--- config.mk ---
export PLATFORM = sky130hd
export DESIGN_NAME = bram_port_arbiter
export DESIGN_NICKNAME = d
export VERILOG_FILES = /design/src/rtl/bram_arb_pkg.sv /design/src/rtl/bram_port_arbiter_rr_arbiter.sv /design/src/rtl/bram_port_arbiter.sv
export SDC_FILE = /design/constraint.sdc
export NUM_CORES = 1
export LEC_CHECK = 0
export BUFFER_PORTS_ARGS = -buffer_cell sky130_fd_sc_hd__buf_2
export CAP_MARGIN = 15
export CORE_MARGIN = 2
export CORE_UTILIZATION = 29
export DETAILED_ROUTE_END_ITERATION = 7
export GPL_TIMING_DRIVEN = 0
export HOLD_SLACK_MARGIN = 0.08
export PLACE_DENSITY_LB_ADDON = 0.1
export SLEW_MARGIN = 30
export SYNTH_ARGS = -nofsm -noshare
export SYNTH_HDL_FRONTEND = slang
export SYNTH_SLANG_ARGS = --single-unit
--- constraint.sdc ---
create_clock -name clk -period 4.6 [get_ports clk]
set_clock_uncertainty 0.15 [all_clocks]
set_input_delay 0.46 -clock clk [delete_from_list [all_inputs] [get_ports clk]]
set_output_delay 0.46 -clock clk [all_outputs]
set_load 0.01 [all_outputs]
--- src/rtl/bram_arb_pkg.sv ---
// Shared types and helpers for the BRAM port A arbiter.
// Latency presets match the two BRAM output-register configurations.
package bram_arb_pkg;

  localparam int HIGH_PERFORMANCE = 3;
  localparam int LOW_LATENCY      = 1;

  // Tags are sized for the largest supported requester count.
  localparam int MAX_REQ = 8;
  localparam int IDX_W   = 3;

  typedef struct packed {
    logic               valid;
    logic [MAX_REQ-1:0] id;
  } rd_tag_t;

  // OR-reduction encoder: exact for one-hot input, 0 for all-zero input.
  function automatic logic [IDX_W-1:0] onehot_to_idx(input logic [MAX_REQ-1:0] oh);
    logic [IDX_W-1:0] idx;
    idx = '0;
    for (int i = 0; i < MAX_REQ; i++) begin
      if (oh[i]) begin
        idx = idx | IDX_W'(i);
      end
    end
    return idx;
  endfunction

endpackage

--- src/rtl/bram_port_arbiter_rr_arbiter.sv ---
// Round-robin grant, combinational from req; pointer register moves past the winner.
// Zero-cycle grant; pointer only advances when the caller reports an accepted grant.
module rr_arbiter #(
  parameter int NUM_REQ = 4
) (
  input  logic               clk,
  input  logic               rst_n,
  input  logic [NUM_REQ-1:0] req,
  input  logic               advance,
  output logic [NUM_REQ-1:0] grant
);

  localparam int PTR_W = $clog2(NUM_REQ);
  localparam int SUM_W = PTR_W + 1;

  logic [PTR_W-1:0] ptr;
  logic [PTR_W-1:0] ptr_next;
  logic [SUM_W-1:0] sum;
  logic [PTR_W-1:0] idx;
  logic             found;

  // Scan requesters starting at ptr; the first asserted one wins.
  always_comb begin
    grant    = '0;
    ptr_next = ptr;
    sum      = '0;
    idx      = '0;
    found    = 1'b0;
    for (int i = 0; i < NUM_REQ; i++) begin
      sum = {1'b0, ptr} + SUM_W'(i);
      if (sum >= SUM_W'(NUM_REQ)) begin
        sum = sum - SUM_W'(NUM_REQ);
      end
      idx = sum[PTR_W-1:0];
      if (!found && req[idx]) begin
        found      = 1'b1;
        grant[idx] = 1'b1;
        ptr_next   = (idx == PTR_W'(NUM_REQ - 1)) ? '0 : idx + 1'b1;
      end
    end
  end

  always_ff @(posedge clk) begin
    if (!rst_n) begin
      ptr <= '0;
    end else if (advance && found) begin
      ptr <= ptr_next;
    end
  end

endmodule

--- src/rtl/bram_port_arbiter.sv ---
// Shares BRAM port A among NUM_REQ requesters, one single-word access per clock.
// Accept at T, BRAM enable at T+1, read response at T+1+READ_LATENCY; no response backpressure.
module bram_port_arbiter
  import bram_arb_pkg::*;
#(
  parameter  int NUM_REQ      = 4,
  parameter  int DATA_WIDTH   = 18,
  parameter  int BRAM_DEPTH   = 2048,
  parameter  int READ_LATENCY = HIGH_PERFORMANCE,
  localparam int ADDR_W       = $clog2(BRAM_DEPTH)
) (
  input  logic                           clk,
  input  logic                           rst_n,
  input  logic [NUM_REQ-1:0]             req_valid,
  output logic [NUM_REQ-1:0]             req_ready,
  input  logic [NUM_REQ-1:0]             req_we,
  input  logic [NUM_REQ*ADDR_W-1:0]      req_addr,
  input  logic [NUM_REQ*DATA_WIDTH-1:0]  req_wdata,
  output logic [NUM_REQ-1:0]             rsp_valid,
  output logic [DATA_WIDTH-1:0]          rsp_data,
  output logic [ADDR_W-1:0]              bram_addra,
  output logic [DATA_WIDTH-1:0]          bram_dina,
  output logic                           bram_ena,
  output logic                           bram_wea,
  output logic                           bram_rsta,
  output logic                           bram_regcea,
  input  logic [DATA_WIDTH-1:0]          bram_douta,
  output logic                           busy
);

  logic [NUM_REQ-1:0]    grant;
  logic                  accept;
  logic [MAX_REQ-1:0]    grant_pad;
  logic [IDX_W-1:0]      grant_idx;
  logic [ADDR_W-1:0]     sel_addr;
  logic [DATA_WIDTH-1:0] sel_wdata;
  logic                  sel_we;
  logic [MAX_REQ-1:0]    id_mask;
  logic                  rsp_live;

  rd_tag_t pipe [READ_LATENCY];
  rd_tag_t rsp_tag;

  rr_arbiter #(
    .NUM_REQ (NUM_REQ)
  ) u_rr_arbiter (
    .clk     (clk),
    .rst_n   (rst_n),
    .req     (req_valid),
    .advance (accept),
    .grant   (grant)
  );

  // No grant is offered while reset is held, even with valid requests.
  assign req_ready = rst_n ? grant : '0;
  assign accept    = |req_ready;

  assign bram_rsta   = ~rst_n;
  assign bram_regcea = 1'b1;
  assign rsp_data    = bram_douta;

  always_comb begin
    grant_pad                = '0;
    grant_pad[NUM_REQ-1:0]   = grant;
    grant_idx                = onehot_to_idx(grant_pad);
    sel_addr                 = '0;
    sel_wdata                = '0;
    sel_we                   = 1'b0;
    for (int i = 0; i < NUM_REQ; i++) begin
      if (grant_idx == IDX_W'(i)) begin
        sel_addr  = req_addr[i*ADDR_W +: ADDR_W];
        sel_wdata = req_wdata[i*DATA_WIDTH +: DATA_WIDTH];
        sel_we    = req_we[i];
      end
    end
  end

  // Issue stage: address/data hold between accesses so port A toggles only when used.
  always_ff @(posedge clk) begin
    if (!rst_n) begin
      bram_ena   <= 1'b0;
      bram_wea   <= 1'b0;
      bram_addra <= '0;
      bram_dina  <= '0;
    end else begin
      bram_ena <= accept;
      bram_wea <= accept & sel_we;
      if (accept) begin
        bram_addra <= sel_addr;
        bram_dina  <= sel_wdata;
      end
    end
  end

  // Tags enter alongside the issue registers; the extra rsp_tag stage lines the
  // strobe up with douta, which trails the enable by READ_LATENCY cycles.
  always_ff @(posedge clk) begin
    if (!rst_n) begin
      for (int k = 0; k < READ_LATENCY; k++) begin
        pipe[k] <= '0;
      end
      rsp_tag <= '0;
    end else begin
      if (accept && !sel_we) begin
        pipe[0] <= '{valid: 1'b1, id: grant_pad};
      end else begin
        pipe[0] <= '0;
      end
      for (int k = 1; k < READ_LATENCY; k++) begin
        pipe[k] <= pipe[k-1];
      end
      rsp_tag <= pipe[READ_LATENCY-1];
    end
  end

  always_comb begin
    busy = 1'b0;
    for (int k = 0; k < READ_LATENCY; k++) begin
      busy = busy | pipe[k].valid;
    end
  end

  // A tag naming a requester outside this instance never produces a strobe.
  always_comb begin
    id_mask                = '0;
    id_mask[NUM_REQ-1:0]   = '1;
    rsp_live               = rsp_tag.valid & ~|(rsp_tag.id & ~id_mask);
    rsp_valid              = rsp_live ? rsp_tag.id[NUM_REQ-1:0] : '0;
  end

endmodule

Yosys cells after proc, flatten, opt, wreduce, memory -nomap -nowiden
Memory sizes are Yosys's and may differ from the RTL's.
Index checks and enable logic that the tools add are counted.
{ "totals": {"register_bits": 42, "ramBits": 27, "output_inout_bits": 60, "memories": 1} }
{ "op_classes": {"addsub": 11, "n_lt_le_gt_ge": 12, "eq_ne": 7, "mux": 65, "bitwise": 12, "n_reduce_logical": 19} }
{ "memory_table": {"columns": ["memory", "depth", "word_bits", "read_ports", "rd_ports_with_merged_regs", "write_ports", "line", "rtl"], "rows": [
  ["pipe", 3, 9, 3, 0, 3, "bram_port_arbiter.sv:41", "rd_tag_t pipe [READ_LATENCY];"]
]} }
{ "ops": {"columns": ["operator", "count"], "rows": [
  ["$mux 18", 4],
  ["$mux 11", 4],
  ["$mux 9", 4],
  ["$mux 2", 14],
  ["$mux 1", 25],
  ["$mux 4", 6],
  ["$eq 2x2->1 const B", 6],
  ["$lt 2x3->1 const B", 4],
  ["$or 4x4->4", 3],
  ["$ge 3x3->1 const B", 3],
  ["$logic_and 1x1->1", 9],
  ["$add 2x1->2 const B", 4],
  ["$bmux 1 s2", 4],
  ["$demux 1 s2", 4],
  ["$ge 2x1->1 const B", 4],
  ["$reduce_or 4->1", 2],
  ["$sub 2x1->2 const B", 4],
  ["$add 2x2->3 const B", 2],
  ["$or 1x1->1", 6],
  ["$logic_not 1->1", 5],
  ["$reduce_bool 4->1", 1],
  ["$add 2x1->3 const B", 1],
  ["$ge 2x3->1 const B", 1],
  ["$logic_not 3->1", 1],
  ["4 further kinds", 5]
]} }

Logic depth before layout (Yosys ltp)
Gate-level depths: netlist of run 1.
{ "logic_depth": {"word_depth": 29, "depth_mapped": 15} }

By module
From an unflattened synthesis of run 1, not the netlist that was laid out.
{ "unflattened": {"hier_cells": 414, "area_unflattened_um2": 3768.6} }
{ "by_module_without_submodules": {"columns": ["module", "instances", "cells_each", "area_per_inst_um2", "seq_area_each_um2"], "rows": [
  ["bram_port_arbiter", 1, 349, 3183.1, 1171.1],
  ["rr_arbiter", 1, 65, 585.6, 40.0]
]} }

Least setup slack after synthesis of run 1
Ideal clock, no wire load.
{ "synth_path": {"kind": "register -> register", "from": "reg u_rr_arbiter.ptr[0]", "to": "reg bram_addra[1]", "arrival_time_ps": 3051, "setup_slack_ps": 1253, "path_stages_with_launch": 13, "n_path_buf": 3, "path_cell_list": "dfxtp_1 buf_6 buf_2 inv_1 ha_1 or3b_1 a2111o_1 and2_4 o221ai_4 buf_6 mux2_2 o32ai_1 o32ai_2"} }
{ "synth_via": {"elab_chain_cells": 22} }
{ "synth_rtl": {"columns": ["item", "line", "rtl"], "rows": [
  ["from (decl)", "bram_port_arbiter_rr_arbiter.sv:16", "logic [PTR_W-1:0] ptr;"],
  ["from (signal assigned)", "bram_port_arbiter_rr_arbiter.sv:47", "ptr <= ptr_next;"],
  ["parallel branches: the longest is 13 deep, another holds $add 2x1->3", null, null],
  ["$mux 4 (*)", "bram_port_arbiter_rr_arbiter.sv:35", "if (!found && req[idx]) begin"],
  ["$mux 1", "bram_arb_pkg.sv:22", "if (oh[i]) begin"],
  ["$mux 2 (2 in a row)", "bram_arb_pkg.sv:22", null],
  ["$logic_not 3->1", "bram_port_arbiter.sv:70", "if (grant_idx == IDX_W'(i)) begin"],
  ["$mux 11 (4 in a row)", "bram_port_arbiter.sv:70", null],
  ["to (signal assigned)", "bram_port_arbiter.sv:89", "bram_addra <= sel_addr;"],
  ["to (decl)", "bram_port_arbiter.sv:21", "output logic [ADDR_W-1:0] bram_addra,"]
]} }
Mark *: on every way between the ends. The select of a mux whose other input is x is not followed.
A chain may end at the register's enable or synchronous reset.

==> impl_metrics.ini, run 1 <==
[synthesis]
syn-cell-area_um2 = 3700
syn_avg_cell_area_um2 = 10.3
dominantRegCellSynth = dfxtp_1
ys_async_sr_fraction_pct = 0
ys_seq_elements = 53
yosysTopAreaCell = dfxtp_1
synth_cells = 361
synth_cell_type_count = 55
synth.top_cell.area_share_pct = 20.6
synthTopCellsByArea = dfxtp_1, o32ai_2, edfxtp_1, o32ai_1, mux2_1
synth_seq_area_share_pct = 32.7
yosys_warnings = 0
synth-edff-count = 15

[final_layout]
drive_gt1_share_pct = 51.4
layout_commonest_cell = buf_2
seqCellArea_um2 = 1210
nets = 714
diodes = 0
final_cell_mix = buf_2, nand2_1, dfxtp_1
area_delta_synth_final_pct = 35.9
multiInputGateArea_um2 = 2150
final_util_pct = 40.2
fin_area_um2 = 5030
fillers = 1344
fin_cells = 738

[timing]
rsz0062_at_grt = no
whs_ns = 0.301
post-route-period-util_pct = 84.4
slew_viol_final = 0
setup_violations = 0
maxSlewHeadroom_pct = 54.2
period_needed_ns = 3.88
fmax_mhz = 258
tightest_slew_ns = 0.687
setup_tns_ns = 0
hold_viol_final = 0

[clock_tree]
cts_setup_buffers = 0
cts_tree = yes
htreeDepth = 2
cts_resized = 0
clk_pin_slew_worst_paths_ns = 0.07
clkLatencyLatePin_ns = 0.29
cts-hold-fix-buffers = 0
cts_inserted_buffers = 5
cts-root-buf = clkbuf_16
clkSinkCount = 53
clock_path_buffers = 2

[routing]
route.detailed.drc = 0
post_drt_wl_per_cell_um = 15.1
drt-total-wl_um = 11100
via_per_inst = 4.72
detail_route.iter0.violations = 89
final_antenna_net_count = 0
num_vias = 3483
drtPass1Iterations = 4

[run_status]
status = completed

[worst_setup_path]
cp.arrival_ns = 3.77
cp-start-kind = flip-flop
endpoint_kind = flip-flop
critPathKind = flip-flop to flip-flop
critical_path_peak_fanout = 10
crit_required_ns = 4.49

[place]
port_buffers = 182
place_congestion = 0.811
hpwl_um = 8780
dpl_cell_area_um2 = 4880
place_inst = 730

[pwr]
p_leak_nw = 2.21
powerDensity_nw_per_um2 = 697
ir_worst_vdd_mv = 0.293

[floorplan]
die_w_um = 117
row_count = 41
dieArea_um2 = 13700
core-area_um2 = 12500
ios = 204
die_h_um = 117
initial_core_util_pct = 29.6

[hold_path]
hold_path.class = flip-flop to flip-flop

[flow_run]
drv_cap = 0

[global_route]
grt_pass1_wl_um = 16300
grt_overflow_total = 0
grt_max_degree = 18
antenna_found_initial = 0
grt_pass1_vias = 3264
gr-usage-all-layers_pct = 15.2
final timing paths:
check,startpoint,end,slack (ns),depth (start not counted)
worst max register to register,u_rr_arbiter.ptr[0],pipe[0][8],0.72,13
worst max-delay path,u_rr_arbiter.ptr[0],pipe[0][8],0.72,13
worst min-delay path,pipe[0][18],rsp_tag[0],0.30,1
worst min register to register,pipe[0][18],rsp_tag[0],0.30,1
power breakdown:
group / internal [mW] / switching, mW / total (mW)
Combinational: 1.06 / 1.36 / 2.42
Sequential: 0.635 / 0.0685 / 0.704
Clock: 0.203 / 0.180 / 0.383
flip-flops by register name, summed over array words and instances (netlist names):
register          cells
bram_ena              1
bram_dina            18
bram_wea              1
rsp_tag               5
pipe                 15
bram_addra           11
u_rr_arbiter.ptr      2
synthesized netlist by cell type, types with 2 or more instances:
library cell / number
a21boi_1: 2
a21oi_1: 2
and2_1: 21
and3b_1: 2
buf_2: 9
buf_4: 23
buf_6: 9
clkbuf_1: 9
dfxtp_1: 38
edfxtp_1: 15
ha_1: 5
inv_1: 6
mux2_1: 20
mux2_2: 9
mux2i_1: 5
mux4_2: 4
nand2_1: 40
nand2_2: 2
nand2b_1: 2
nand3_1: 3
nand3b_1: 2
nor2_1: 27
nor2_2: 10
nor3_1: 5
o21ai_1: 3
o22ai_1: 2
o32ai_1: 30
o32ai_2: 28
or3b_1: 2
layer usage:
metal  track usage (%)  wire (µm)  vias to the layer above
met4              2.12         42                        0
met2              28.5       5690                      111
li1                  -          -                     1734
met3              3.35        659                        2
met5                 0          0                        -
met1              18.2       4710                     1636
critical path, cell delays in order, from the launching register on:
cell	delay, ns
dfxtp_1	0.40
buf_6	0.15
buf_2	0.23
inv_1	0.14
ha_1	0.35
buf_2	0.20
and3b_1	0.19
o21ai_0	0.23
nand2_1	0.16
a221oi_2	0.51
nand4_2	0.32
nand2_2	0.23
buf_2	0.31
a21oi_1	0.07
logic make-up after synthesis:
| group | synth area share (%) |
|---|---|
| AND/OR/NAND/NOR | 16.3 |
| AO/OA/AOI/OAI | 25.9 |
| buffers and inverters | 10.8 |
| flip-flops | 32.7 |
| multiplexers | 12.6 |
| adder cells (fa/ha/maj) | 1.69 |
| other | 0.101 |
stage by stage:
stage,power [mW],setup slack [ns]
floorplan,2.54,1.25
global placement,3.15,0.673
detailed placement,3.18,0.634
CTS,3.58,0.607
global route,3.78,0.303
finish,3.51,0.720
final cells by class:
type / instances / share of cell area, %
buffer: 52 / 7.39
clock buffer: 5 / 2.49
clock inverter: 3 / 0.423
inverter: 7 / 0.522
multi-input combinational: 264 / 42.7
sequential: 53 / 24.1
tap: 172 / 4.28
timing repair buffer: 182 / 18.1
(Power assumes the default switching activity.)
==> inputs of run 2 (changes only) <==
==> constraint.sdc (replaced) <==
create_clock -name clk -period 3.7 [get_ports clk]
set_clock_uncertainty 0.15 [all_clocks]
set_input_delay 0.37 -clock clk [delete_from_list [all_inputs] [get_ports clk]]
set_output_delay 0.37 -clock clk [all_outputs]
set_load 0.01 [all_outputs]
==> run 2 against run 1 <==
Against the previous run:
- clock-buffer cell count stayed put
- routed wire length is 1.0% higher
- worst hold slack worse by 0.044 ns
==> impl_metrics.ini, run 2 (synthesis gave the netlist of run 1 again) <==
[place]
hpwl_um = 8780
place_congestion = 0.811
port_buffers = 182

[timing]
whs_ns = 0.257
setup_tns_ns = 0
fmax_mhz = 281
maxSlewHeadroom_pct = 53.8
slew_viol_final = 0
hold_viol_final = 0
setup_violations = 0
post-route-period-util_pct = 96.2
tightest_slew_ns = 0.692
period_needed_ns = 3.56
rsz0062_at_grt = no

[worst_setup_path]
critPathKind = flip-flop to flip-flop
critical_path.top_delay_family = compound AO/OA/AOI/OAI gates
crit_required_ns = 3.71
cp-start-kind = flip-flop
cp_common_cell = buf_6
endpoint_kind = flip-flop
path_cells = buf_6 -> buf_4 -> inv_1 -> ha_1 -> or3b_1 -> a2111o_1 -> and2_4 -> o221ai_4 -> buf_6 -> mux2_1 -> o32ai_1 -> o32ai_2
critical_path.max_stage_delay_ns = 0.40
worst-path-buf-inv = 4
cp.arrival_ns = 3.57
slowest_stage = a2111o_1
critical_path_peak_fanout = 10

[global_route]
gr-usage-all-layers_pct = 15.2
grt_max_degree = 18
grt_overflow_total = 0
grt_pass1_vias = 3278
grt_pass1_wl_um = 16400
antenna_found_initial = 0

[pwr]
p_sw_mw = 2.06
power_frac_seq_pct = 19.3
p_leak_nw = 2.26
powerDensity_nw_per_um2 = 881
p_clk_share_pct = 10.5
ir_worst_vdd_mv = 0.390
p_comb_share_pct = 70.2
swShare_pct = 45.5
p_int_mw = 2.47

[clock_tree]
cts_inserted_buffers = 5
htreeDepth = 2
clock_path_buffers = 2
clkSinkCount = 53
cts-hold-fix-buffers = 0
cts_tree = yes
clkLatencyLatePin_ns = 0.29
clk_pin_slew_worst_paths_ns = 0.07
cts-root-buf = clkbuf_16

[routing]
detail_route.iter0.violations = 79
final_antenna_net_count = 0
post_drt_wl_per_cell_um = 15.1
route.detailed.drc = 0
drtPass1Iterations = 4
drt-total-wl_um = 11200
via_per_inst = 4.70
num_vias = 3495

[final_layout]
nets = 719
regMostFlops = bram_dina
reg_top3 = bram_dina (18), pipe (15), bram_addra (11)
diodes = 0
layout_commonest_cell = buf_2
fillers = 1332
largest_reg_flops = 18
final_cell_mix = buf_2, nand2_1, dfxtp_1
drive_gt1_share_pct = 53.9
area_delta_synth_final_pct = 39.0

[floorplan]
initial_core_util_pct = 29.6
ios = 204
core-area_um2 = 12500
die_h_um = 117
die_w_um = 117
row_count = 41
dieArea_um2 = 13700

[flow_run]
drv_cap = 0

[hold_path]
hold_path.class = input port to flip-flop

[run_status]
status = completed
==> run 2: changes by cell type in the layout (fill, tap and decap cells not counted), moves of 2 or more <==
cell | before | now
clkbuf_2 | 0 | 3
clkbuf_1 | 9 | 5
buf_4 | 23 | 32
a221oi_4 | 0 | 2
buf_2 | 191 | 189
==> run 2: metal layers <==
layer / vias up / track usage [%] / wire length (µm)
li1: 1740 / - / -
met3: 2 / 3.35 / 641
met2: 112 / 28.6 / 5810
met5: - / 0 / 0
met1: 1641 / 18.2 / 4730
met4: 0 / 2.12 / 42
==> run 2: power groups by stage <==
| stage | sequential, mW | clock (mW) | combinational, mW |
|---|---|---|---|
| after floorplan | 0.939 | 0 | 2.22 |
| after global placement | 0.883 | 0 | 3.04 |
| after detailed placement | 0.886 | 0 | 3.06 |
| after CTS | 0.876 | 0.492 | 3.15 |
| after global routing | 0.899 | 0.512 | 3.45 |
| final | 0.876 | 0.476 | 3.18 |
==> run 2: timing repair <==
action                     CTS  global route
setup endpoints to repair   37            39
pin swaps                    2             3
gates resized for setup     12            11
gates cloned                 0             0
setup buffers                0             5
==> run 2: through the flow <==
step	util [%]	worst slack, ns	total power, mW	area (µm²)	instances
6_report	41.1	0.141	4.53	5150	743
5_1_grt	41.1	0.00349	4.86	5150	743
4_1_cts	40.6	0.0330	4.52	5080	738
3_5_place_dp	39.0	-0.266	3.95	4880	730
3_3_place_gp	39.0	-0.227	3.92	4880	730
2_1_floorplan	-	0.353	3.16	3760	376
==> run 2: layout make-up <==
class | count | area (µm²) | area share (%)
plain buffers | 52 | 392 | 7.61
clock buffers | 5 | 125 | 2.43
clock inverters | 3 | 21.3 | 0.413
inverters | 7 | 26.3 | 0.511
multi-input cells | 264 | 2210 | 42.9
flip-flops and latches | 53 | 1210 | 23.6
well taps | 172 | 215 | 4.18
repair buffers | 187 | 948 | 18.4
==> run 2: final timing paths <==
kind | start | end | slack, ns | cells past startpoint
worst max-delay path | u_rr_arbiter.ptr[0] | bram_dina[17] | 0.14 | 12
worst min-delay path | req_wdata[70] | bram_dina[16] | 0.26 | 3
worst max register to register | u_rr_arbiter.ptr[0] | bram_dina[17] | 0.14 | 12
worst min register to register | pipe[0][18] | rsp_tag[0] | 0.30 | 1
==> run 2: worst register-to-register path, cell delays in order, from the launching register on <==
cell	delay, ns
dfxtp_2	0.36
buf_6	0.13
buf_4	0.18
inv_1	0.11
ha_1	0.35
or3b_1	0.38
a2111o_1	0.40
and2_4	0.20
o221ai_4	0.29
buf_6	0.21
mux2_1	0.33
o32ai_1	0.21
o32ai_2	0.14
==> inputs of run 3 (changes only) <==
--- a/config.mk
+++ b/config.mk
@@ -8,7 +8,7 @@
 export BUFFER_PORTS_ARGS = -buffer_cell sky130_fd_sc_hd__buf_2
 export CAP_MARGIN = 15
 export CORE_MARGIN = 2
-export CORE_UTILIZATION = 29
+export CORE_UTILIZATION = 45
 export DETAILED_ROUTE_END_ITERATION = 7
 export GPL_TIMING_DRIVEN = 0
 export HOLD_SLACK_MARGIN = 0.08
@@ -17,3 +17,4 @@
 export SYNTH_ARGS = -nofsm -noshare
 export SYNTH_HDL_FRONTEND = slang
 export SYNTH_SLANG_ARGS = --single-unit
+export TNS_END_PERCENT = 10
==> run 3 against run 2 <==
Against the previous run:
- sequential cell count stayed put
- critical path depth stayed put
- register-to-register slack worse by 0.03 ns
- largest cell class unchanged
- highest routed layer unchanged
==> impl_metrics.ini, run 3 (synthesis gave the netlist of run 1 again) <==
[floorplan]
row_count = 33
die_w_um = 94.7
initial_core_util_pct = 45.7
die_h_um = 94.7
dieArea_um2 = 8970
core-area_um2 = 8090
ios = 204

[timing]
slew_viol_final = 0
whs_ns = 0.234
rsz0062_at_grt = yes
tightest_slew_ns = 0.565
setup_violations = 0
period_needed_ns = 3.59
post-route-period-util_pct = 97.1
maxSlewHeadroom_pct = 62.4
fmax_mhz = 278
hold_viol_final = 0

[pwr]
p_comb_share_pct = 72.2
p_clk_share_pct = 7.8
ir_worst_vdd_mv = 0.507
p_sw_mw = 2.03
power_frac_seq_pct = 20.0
p_leak_nw = 2.23
powerDensity_nw_per_um2 = 875
swShare_pct = 46.4
p_int_mw = 2.35

[global_route]
antenna_found_initial = 0
grt_pass1_vias = 3344
grt_overflow_total = 0
grt_max_degree = 18
gr-usage-all-layers_pct = 22.0
grt_pass1_wl_um = 15700

[final_layout]
final_util_pct = 61.8
largest_reg_flops = 18
fillers = 729
drive_gt1_share_pct = 54.4
regMostFlops = bram_dina
nets = 718
final_cell_mix = buf_2, nand2_1, dfxtp_1
reg_top3 = bram_dina (18), pipe (15), bram_addra (11)
diodes = 0
area_delta_synth_final_pct = 35.2
layout_commonest_cell = buf_2

[worst_setup_path]
r2r_start = u_rr_arbiter.ptr[0]
crit_required_ns = 3.74
rr_worst_depth = 12
path_cells = buf_6 -> buf_4 -> inv_1 -> ha_1 -> or3b_1 -> a2111o_1 -> and2_4 -> o221ai_4 -> buf_6 -> mux2_2 -> o32ai_1 -> o32ai_2
r2r_end = bram_addra[3]
endpoint_kind = flip-flop
cp-start-kind = flip-flop
slowest_stage = a2111o_1
critPathKind = flip-flop to flip-flop
cp_common_cell = buf_6
rrSetupSlack_ns = 0.11
critical_path.max_stage_delay_ns = 0.40
critical_path_peak_fanout = 10
cp.arrival_ns = 3.63

[clock_tree]
cts_inserted_buffers = 5
clkLatencyLatePin_ns = 0.30
clock_path_buffers = 2
clkSinkCount = 53
htreeDepth = 2
cts-root-buf = clkbuf_8
cts-hold-fix-buffers = 0
cts_tree = yes
clk_pin_slew_worst_paths_ns = 0.10

[hold_path]
min_path_cells = 3
hold_path.class = input port to flip-flop
min_to = bram_addra[0]
min_from = req_addr[33]

[place]
port_buffers = 182
hpwl_um = 8180
place_congestion = 0.835

[routing]
num_vias = 3588
drt-total-wl_um = 10400
detail_route.iter0.violations = 119
final_antenna_net_count = 0
post_drt_wl_per_cell_um = 15.4
via_per_inst = 5.32
route.detailed.drc = 0
drtPass1Iterations = 5

[run_status]
status = completed

[flow_run]
drv_cap = 0
==> run 3: cell count changes in the layout (fill, tap and decap cells not counted), sizes merged <==
cell	change
clkinv	-1
inv	-1
buf	-5
clkbuf	+4
clkinvlp	+2
==> run 3: layout make-up <==
| type | count | area [µm²] | area share [%] |
|---|---|---|---|
| Multi-Input combinational cell | 264 | 2210 | 44.2 |
| Sequential cell | 53 | 1210 | 24.2 |
| Timing Repair Buffer | 186 | 941 | 18.8 |
| Buffer | 52 | 392 | 7.83 |
| Tap cell | 105 | 131 | 2.63 |
| Clock buffer | 5 | 68.8 | 1.38 |
| Inverter | 7 | 26.3 | 0.525 |
| Clock inverter | 3 | 22.5 | 0.450 |
==> run 3: what timing repair did <==
action,in CTS,in global routing
resized for setup,4,21
pin swaps,2,3
setup endpoints to repair,35,41
gates cloned,0,0
setup buffers,3,1
==> run 3: how the worst max path moves through the flow <==
stage	from	cells past startpoint	end
detailed placement	u_rr_arbiter.ptr[0]	13	pipe[0][8]
global route	u_rr_arbiter.ptr[0]	12	bram_addra[3]
finish	u_rr_arbiter.ptr[0]	12	bram_addra[3]
CTS	u_rr_arbiter.ptr[0]	12	bram_dina[9]
floorplan	u_rr_arbiter.ptr[0]	12	bram_addra[1]
global placement	u_rr_arbiter.ptr[0]	13	pipe[0][8]
==> run 3: through the flow <==
stage | cells | TNS, ns | power [mW] | setup WS (ns) | area, µm²
6_report | 675 | 0 | 4.38 | 0.109 | 5000
3_5_place_dp | 663 | -3.04 | 3.88 | -0.213 | 4800
2_1_floorplan | 376 | 0 | 3.16 | 0.353 | 3760
4_1_cts | 674 | 0 | 4.29 | 0.0262 | 4930
3_3_place_gp | 663 | -2.07 | 3.82 | -0.187 | 4800
5_1_grt | 675 | -0.0125 | 4.69 | -0.00687 | 5000
==> run 3: power by group through the flow <==
stage	sequential (mW)	combinational, mW	clock, mW
floorplan	0.939	2.22	0
global placement	0.879	2.94	0
detailed placement	0.883	3.00	0
CTS	0.871	3.07	0.350
global route	0.891	3.43	0.368
finish	0.875	3.16	0.342
==> run 3: worst max-delay path, delay by kind of cell (launching register included) <==
family | cells | cell delay [ns]
DFF | 1 | 0.38
buffers and inverters | 4 | 0.62
muxes | 1 | 0.35
AOI/OAI and AO/OA | 4 | 1.00
adders and majority gates | 1 | 0.35
and+or+nand+nor | 2 | 0.59
==> run 3: routing by layer <==
metal | wire (µm) | global-route usage, %
met3 | 704 | 4.23
met5 | 0 | 0
met4 | 160 | 3.86
met2 | 5400 | 40.7
met1 | 4160 | 26.6
